==> config.mk <==
export PLATFORM = sky130hd
export DESIGN_NAME = load_store_unit_flat
export DESIGN_NICKNAME = d
export VERILOG_FILES = /design/src/rtl/load_store_unit_if.sv /design/src/rtl/load_store_unit.sv /design/src/flat_wrapper.sv
export SDC_FILE = /design/constraint.sdc
export NUM_CORES = 1
export LEC_CHECK = 0
export CORE_MARGIN = 2
export CORE_UTILIZATION = 42
export CTS_BUF_LIST = sky130_fd_sc_hd__clkbuf_4 sky130_fd_sc_hd__clkbuf_8
export DETAILED_ROUTE_END_ITERATION = 6
export MAX_ROUTING_LAYER = met4
export PLACE_DENSITY = 0.73
export SLEW_MARGIN = 10
export SYNTH_ARGS = -nofsm -noshare
export SYNTH_HDL_FRONTEND = slang
export SYNTH_SLANG_ARGS = --single-unit
==> constraint.sdc <==
create_clock -name clock -period 2.95 [get_ports clock]
set_input_delay 0.59 -clock clock [delete_from_list [all_inputs] [get_ports clock]]
set_output_delay 0.59 -clock clock [all_outputs]
set_load 0.03 [all_outputs]
==> src/rtl/load_store_unit_if.sv <==
// Data-memory port of the load/store unit: req/gnt request phase, rvalid/rdata response phase.
interface load_store_unit_if;
   logic        req;
   logic        we;
   logic [31:0] addr;
   logic [3:0]  be;
   logic [31:0] wdata;
   logic        gnt;
   logic        rvalid;
   logic [31:0] rdata;

   modport master (
      output req, we, addr, be, wdata,
      input  gnt, rvalid, rdata
   );

   modport slave (
      input  req, we, addr, be, wdata,
      output gnt, rvalid, rdata
   );
endinterface

==> src/rtl/load_store_unit.sv <==
// load_store_unit: memory-access stage. Runs one byte/half/word load or store on a
// req/gnt/rvalid port, extends load data, pulses done (and bus_err on timeout).
// Optional feature macro: MISALIGN_TRAP_EN (misaligned half/word accesses end at once
// with bus_err and issue no request).
module load_store_unit #(
   parameter int unsigned TIMEOUT_CYCLES = 255
) (
   input  logic                      clock,
   input  logic                      reset_n,
   input  logic                      start,
   input  logic                      is_load,
   input  logic                      is_store,
   input  logic [2:0]                funct3,
   input  logic [31:0]               addr,
   input  logic [31:0]               store_data,
   input  logic [4:0]                rd_in,
   load_store_unit_if.master         mem,
   output logic                      busy,
   output logic                      done,
   output logic [31:0]               load_data,
   output logic [4:0]                rd_out,
   output logic                      bus_err
);

   typedef enum logic [1:0] {S_IDLE, S_REQ, S_WAIT, S_DONE} state_t;

   // Counter value on the last cycle allowed in REQ or WAIT.
   localparam logic [31:0] TO_LAST = (TIMEOUT_CYCLES == 0) ? '0 : 32'(TIMEOUT_CYCLES - 1);

   state_t      state;
   logic [31:0] to_cnt;
   logic [2:0]  f3_q;
   logic [1:0]  lane_q;
   logic        req_q;
   logic        we_q;
   logic [31:0] addr_q;
   logic [3:0]  be_q;
   logic [31:0] wdata_q;

   logic        start_ok;
   logic        timeout_hit;
   logic [3:0]  be_calc;
   logic [31:0] wdata_calc;
   logic        misalign;

   assign mem.req   = req_q;
   assign mem.we    = we_q;
   assign mem.addr  = addr_q;
   assign mem.be    = be_q;
   assign mem.wdata = wdata_q;
   assign busy      = (state != S_IDLE);

   assign start_ok    = start && (is_load != is_store);
   assign timeout_hit = (TIMEOUT_CYCLES != 0) && (to_cnt == TO_LAST);

   // Sign/zero extension of the selected lane; unlisted codes behave as a word.
   function automatic logic [31:0] extend(input logic [31:0] d, input logic [2:0] f3,
                                          input logic [1:0] lane);
      logic [31:0] sh;
      logic [15:0] half;
      sh   = d >> {lane, 3'b000};
      half = lane[1] ? d[31:16] : d[15:0];
      case (f3)
         3'b000:  extend = {{24{sh[7]}}, sh[7:0]};
         3'b100:  extend = {24'h0, sh[7:0]};
         3'b001:  extend = {{16{half[15]}}, half};
         3'b101:  extend = {16'h0, half};
         default: extend = d;
      endcase
   endfunction

   // Byte enables, lane-replicated write data and alignment check from the launch inputs.
   always_comb begin
      be_calc    = 4'b1111;
      wdata_calc = store_data;
      misalign   = 1'b0;
      case (funct3)
         3'b000, 3'b100: begin
            be_calc    = 4'b0001 << addr[1:0];
            wdata_calc = {4{store_data[7:0]}};
         end
         3'b001, 3'b101: begin
            be_calc    = 4'b0011 << {addr[1], 1'b0};
            wdata_calc = {2{store_data[15:0]}};
            misalign   = addr[0];
         end
         default: begin
            be_calc    = 4'b1111;
            wdata_calc = store_data;
            misalign   = (addr[1:0] != 2'b00);
         end
      endcase
   end

   // Access sequencer: all outputs registered, done/bus_err are single-cycle pulses.
   always_ff @(posedge clock or negedge reset_n) begin
      if (!reset_n) begin
         state     <= S_IDLE;
         to_cnt    <= '0;
         f3_q      <= '0;
         lane_q    <= '0;
         req_q     <= 1'b0;
         we_q      <= 1'b0;
         addr_q    <= '0;
         be_q      <= '0;
         wdata_q   <= '0;
         done      <= 1'b0;
         bus_err   <= 1'b0;
         load_data <= '0;
         rd_out    <= '0;
      end else begin
         done    <= 1'b0;
         bus_err <= 1'b0;
         case (state)
            S_IDLE: begin
               if (start_ok) begin
                  f3_q      <= funct3;
                  lane_q    <= addr[1:0];
                  we_q      <= is_store;
                  addr_q    <= {addr[31:2], 2'b00};
                  be_q      <= be_calc;
                  wdata_q   <= wdata_calc;
                  rd_out    <= rd_in;
                  load_data <= '0;
                  to_cnt    <= '0;
`ifdef MISALIGN_TRAP_EN
                  if (misalign) begin
                     state   <= S_DONE;
                     done    <= 1'b1;
                     bus_err <= 1'b1;
                  end else begin
                     state <= S_REQ;
                     req_q <= 1'b1;
                  end
`else
                  state <= S_REQ;
                  req_q <= 1'b1;
`endif
               end
            end
            S_REQ: begin
               if (mem.gnt) begin
                  req_q <= 1'b0;
                  if (we_q) begin
                     state <= S_DONE;
                     done  <= 1'b1;
                  end else if (mem.rvalid) begin
                     load_data <= extend(mem.rdata, f3_q, lane_q);
                     state     <= S_DONE;
                     done      <= 1'b1;
                  end else begin
                     state  <= S_WAIT;
                     to_cnt <= '0;
                  end
               end else if (timeout_hit) begin
                  req_q     <= 1'b0;
                  load_data <= '0;
                  state     <= S_DONE;
                  done      <= 1'b1;
                  bus_err   <= 1'b1;
               end else begin
                  to_cnt <= to_cnt + 32'd1;
               end
            end
            S_WAIT: begin
               if (mem.rvalid) begin
                  load_data <= extend(mem.rdata, f3_q, lane_q);
                  state     <= S_DONE;
                  done      <= 1'b1;
               end else if (timeout_hit) begin
                  load_data <= '0;
                  state     <= S_DONE;
                  done      <= 1'b1;
                  bus_err   <= 1'b1;
               end else begin
                  to_cnt <= to_cnt + 32'd1;
               end
            end
            default: begin
               state <= S_IDLE;
            end
         endcase
      end
   end

   // misalign only steers the sequencer when the trap is built in.
   logic unused_ok;
   assign unused_ok = misalign;

endmodule

==> src/flat_wrapper.sv <==
// flat-port wrapper written by rule: the top's interface ports become plain ports
module load_store_unit_flat 
#(
   parameter int unsigned TIMEOUT_CYCLES = 255
)
  (clock, reset_n, start, is_load, is_store, funct3, addr, store_data, rd_in, busy, done, load_data, rd_out, bus_err, mem_req, mem_we, mem_addr, mem_be, mem_wdata, mem_gnt, mem_rvalid, mem_rdata);
  load_store_unit_if mem_i ();
  input  logic clock;
  input  logic reset_n;
  input  logic start;
  input  logic is_load;
  input  logic is_store;
  input  logic [2:0] funct3;
  input  logic [31:0] addr;
  input  logic [31:0] store_data;
  input  logic [4:0] rd_in;
  output logic busy;
  output logic done;
  output logic [31:0] load_data;
  output logic [4:0] rd_out;
  output logic bus_err;
  output wire logic [$bits(mem_i.req)-1:0] mem_req;
  output wire logic [$bits(mem_i.we)-1:0] mem_we;
  output wire logic [$bits(mem_i.addr)-1:0] mem_addr;
  output wire logic [$bits(mem_i.be)-1:0] mem_be;
  output wire logic [$bits(mem_i.wdata)-1:0] mem_wdata;
  input wire logic [$bits(mem_i.gnt)-1:0] mem_gnt;
  input wire logic [$bits(mem_i.rvalid)-1:0] mem_rvalid;
  input wire logic [$bits(mem_i.rdata)-1:0] mem_rdata;
  assign mem_req = mem_i.req;
  assign mem_we = mem_i.we;
  assign mem_addr = mem_i.addr;
  assign mem_be = mem_i.be;
  assign mem_wdata = mem_i.wdata;
  assign mem_i.gnt = mem_gnt;
  assign mem_i.rvalid = mem_rvalid;
  assign mem_i.rdata = mem_rdata;
  load_store_unit #(.TIMEOUT_CYCLES(TIMEOUT_CYCLES)) u_core (.clock(clock), .reset_n(reset_n), .start(start), .is_load(is_load), .is_store(is_store), .funct3(funct3), .addr(addr), .store_data(store_data), .rd_in(rd_in), .mem(mem_i), .busy(busy), .done(done), .load_data(load_data), .rd_out(rd_out), .bus_err(bus_err));
endmodule
==> metrics.txt <==
internal power 5.782 mW; starting density of the core 42.70%; number of placed cells counting well taps 1097; CP delay by family, top buffers and inverters; Hold Crit Class in -> async; CP Buf/Inv Count 3; max-slew violations 0; synth cell count leaders dfrtp_1, o21ai_0, nor2_1; hold_buf cts 0; CTS Root Cell clkbuf_8; clk slew on worst S/H paths 0.08 ns; Crit Path Category reg -> out; worst-margin pin slew 0.6685 ns; Synth Cell Area 0.007057 sq mm; Clk pwr share 16.1%; mean area per synthesized cell 10.52 sq um; Async S/R FF share, synth 100.0%; # clock sinks 146; synthesized flop and latch total 146; fmax 0.3631 GHz; layout cell share with drive strength beyond 1 13.78%; RSZ-0062 raised after global routing false; Synth warnings 0; Vias/cell 5.473; period utilisation layout 93.37%; Comb power frac 52.4%; Worst EP required 2.36 ns; outcome complete, no violations; Layout Nets 1014; fin cells 1127; hold slack 0.1003 ns; GRT Util Overall 23.95%; worst skew pair latency 0.46 ns; TNS Setup 0 ns; Worst path slowest cell clkdlybuf4s50_1; 1st-iter DRT viols 418; Worst slew margin 55.30%; placed wire-length estimate 14.45 mm; Critical Path Fanout Max 6; DR WL/cell 17.70 um; post-synth top area share 51.77%; Die Ht 133.6 um; H-tree levels 4; Worst IR Drop VDD 0.6488 mV; fill cell count 1400; Core Box Area 0.01652 sq mm; Yosys top cell by area dfrtp_1; top-count cell post-synth dfrtp_1; Leakage Power 4.138 nW; initial antenna violation count 0; die area 0.01785 sq mm; CP Capture Type primary output; Main synth FF type dfrtp_1; vias in the first global route 6300; CP Cell Sequence inv_1 -> ha_1 -> inv_1 -> clkdlybuf4s50_1; Yosys cell types 55; sw power 4.302 mW; clock skew 0.01273 ns; switch share 42.66%; sequential power share 31.5%; PostCTS Resize Cnt 0; Final setup viols 0; IO Count 221; most used cell, CP inv_1; Pwr per Cell Area 1005 mW/mm^2; die width 133.6 um; CTS tree done; first-pass GRT wire length 32.66 mm; Post-route DRC 0; CP startpoint kind register; largest net degree at the start of global routing 62; I/O Buffers 218; Final GP Congestion 0.8957; Longest Clk Path Bufs 2; max-cap violations 0; Pre-Repair DR Iteration Count 5; critical path arrival 2.16 ns; Worst path max stage delay 0.70 ns; cells after synthesis 671; Syn-to-layout area delta 42.15%; vias 6168; Diodes inserted 0; Fin. Hold Viols 0; postcts setup bufs 0; Synth area leaders dfrtp_1, mux2_2, o21ai_0; CTS Buf Count 17; row count 47; EDFF count, synth 0; total wire length 19.95 mm; Seq/Total Area, Yosys 51.77%; fin util 60.70%; Final Critical Period 2.754 ns; post-route ant nets 0; grt ovf 0
-- worst paths after layout --
path	end	startpoint	slack (ns)	cells past startpoint
setup / recovery	busy	u_core.state[1]$_DFFE_PN0P_	0.20	4
hold / removal	u_core.mem.addr[14]$_DFFE_PN0P_	reset_n	0.10	1
max in group asynchronous	u_core.mem.wdata[27]$_DFFE_PN0P_	reset_n	2.12	2
min in group clock	u_core.mem.wdata[27]$_DFFE_PN0P_	u_core.mem.wdata[27]$_DFFE_PN0P_	0.48	2
hold reg to reg	u_core.mem.wdata[27]$_DFFE_PN0P_	u_core.mem.wdata[27]$_DFFE_PN0P_	0.48	2
setup reg to reg	u_core.to_cnt[26]$_DFFE_PN0P_	u_core.state[1]$_DFFE_PN0P_	0.44	8
-- registers in the layout, indices dropped and copies added (netlist names) --
register	count
u_core.load_data	32
u_core.mem.wdata	32
u_core.to_cnt	32
u_core.mem.addr	30
u_core.rd_out	5
u_core.mem.be	4
u_core.f3_q	3
u_core.lane_q	2
u_core.state	2
u_core.bus_err	1
u_core.done	1
u_core.mem.req	1
u_core.mem.we	1
-- kinds of logic after synthesis --
logic type	share of synthesized area (%)
adder cells (fa/ha/maj)	1.241
AND/OR/NAND/NOR	14.84
AO/OA/AOI/OAI	16.28
XOR/XNOR	1.117
multiplexers	11.70
flip-flops	51.77
buffers and inverters	2.996
other	0.05314
-- power groups by stage --
stage	Clock, mW	Sequential [mW]	Combinational, mW
3_3_place_gp	0	3.18	5.24
4_1_cts	1.65	3.18	5.31
5_1_grt	1.73	3.27	5.64
3_5_place_dp	0	3.20	5.29
6_report	1.62	3.18	5.28
2_1_floorplan	0	4.45	1.73
-- placed cells by master, fill, tap and decap left out, types with 11 or more instances in the layout --
master           count
clkdlybuf4s50_1    217
dfrtp_1            146
o21ai_0             65
nor2_1              53
mux2_2              50
nand2_1             47
a21oi_1             41
o2bb2ai_1           30
mux2i_1             24
buf_4               23
clkbuf_8            22
nand4_1             16
nand3_1             15
o31ai_1             14
or4_1               13
nand2b_1            11
-- metal layers --
metal | up-vias | track usage, % | share of wire [%]
met5 | - | - | 0
met4 | 0 | 10.17 | 3.2
met3 | 41 | 5.632 | 6.5
met2 | 253 | 36.17 | 47
met1 | 2968 | 31.09 | 44
li1 | 2906 | - | -
-- area by class of cell --
type,count,area (sq um),share of cell area (%)
Clock buffer,22,302.8,3.019
Clock inverter,8,101.3,1.010
Inverter,11,41.29,0.4116
Multi-Input combinational cell,475,3221,32.11
Sequential cell,146,3654,36.42
Tap cell,220,275.3,2.744
Timing Repair Buffer,245,2436,24.29
-- metrics by stage --
step | worst slack [ns] | power (mW) | area, sq um
6_report | 0.1957 | 10.08 | 10030
3_3_place_gp | 0.05252 | 8.424 | 9627
3_5_place_dp | -0.01610 | 8.492 | 9627
2_1_floorplan | 0.5593 | 6.170 | 7061
5_1_grt | 0.1178 | 10.64 | 10030
4_1_cts | 0.2030 | 10.14 | 10030
Power figures use the tool's default switching activity.
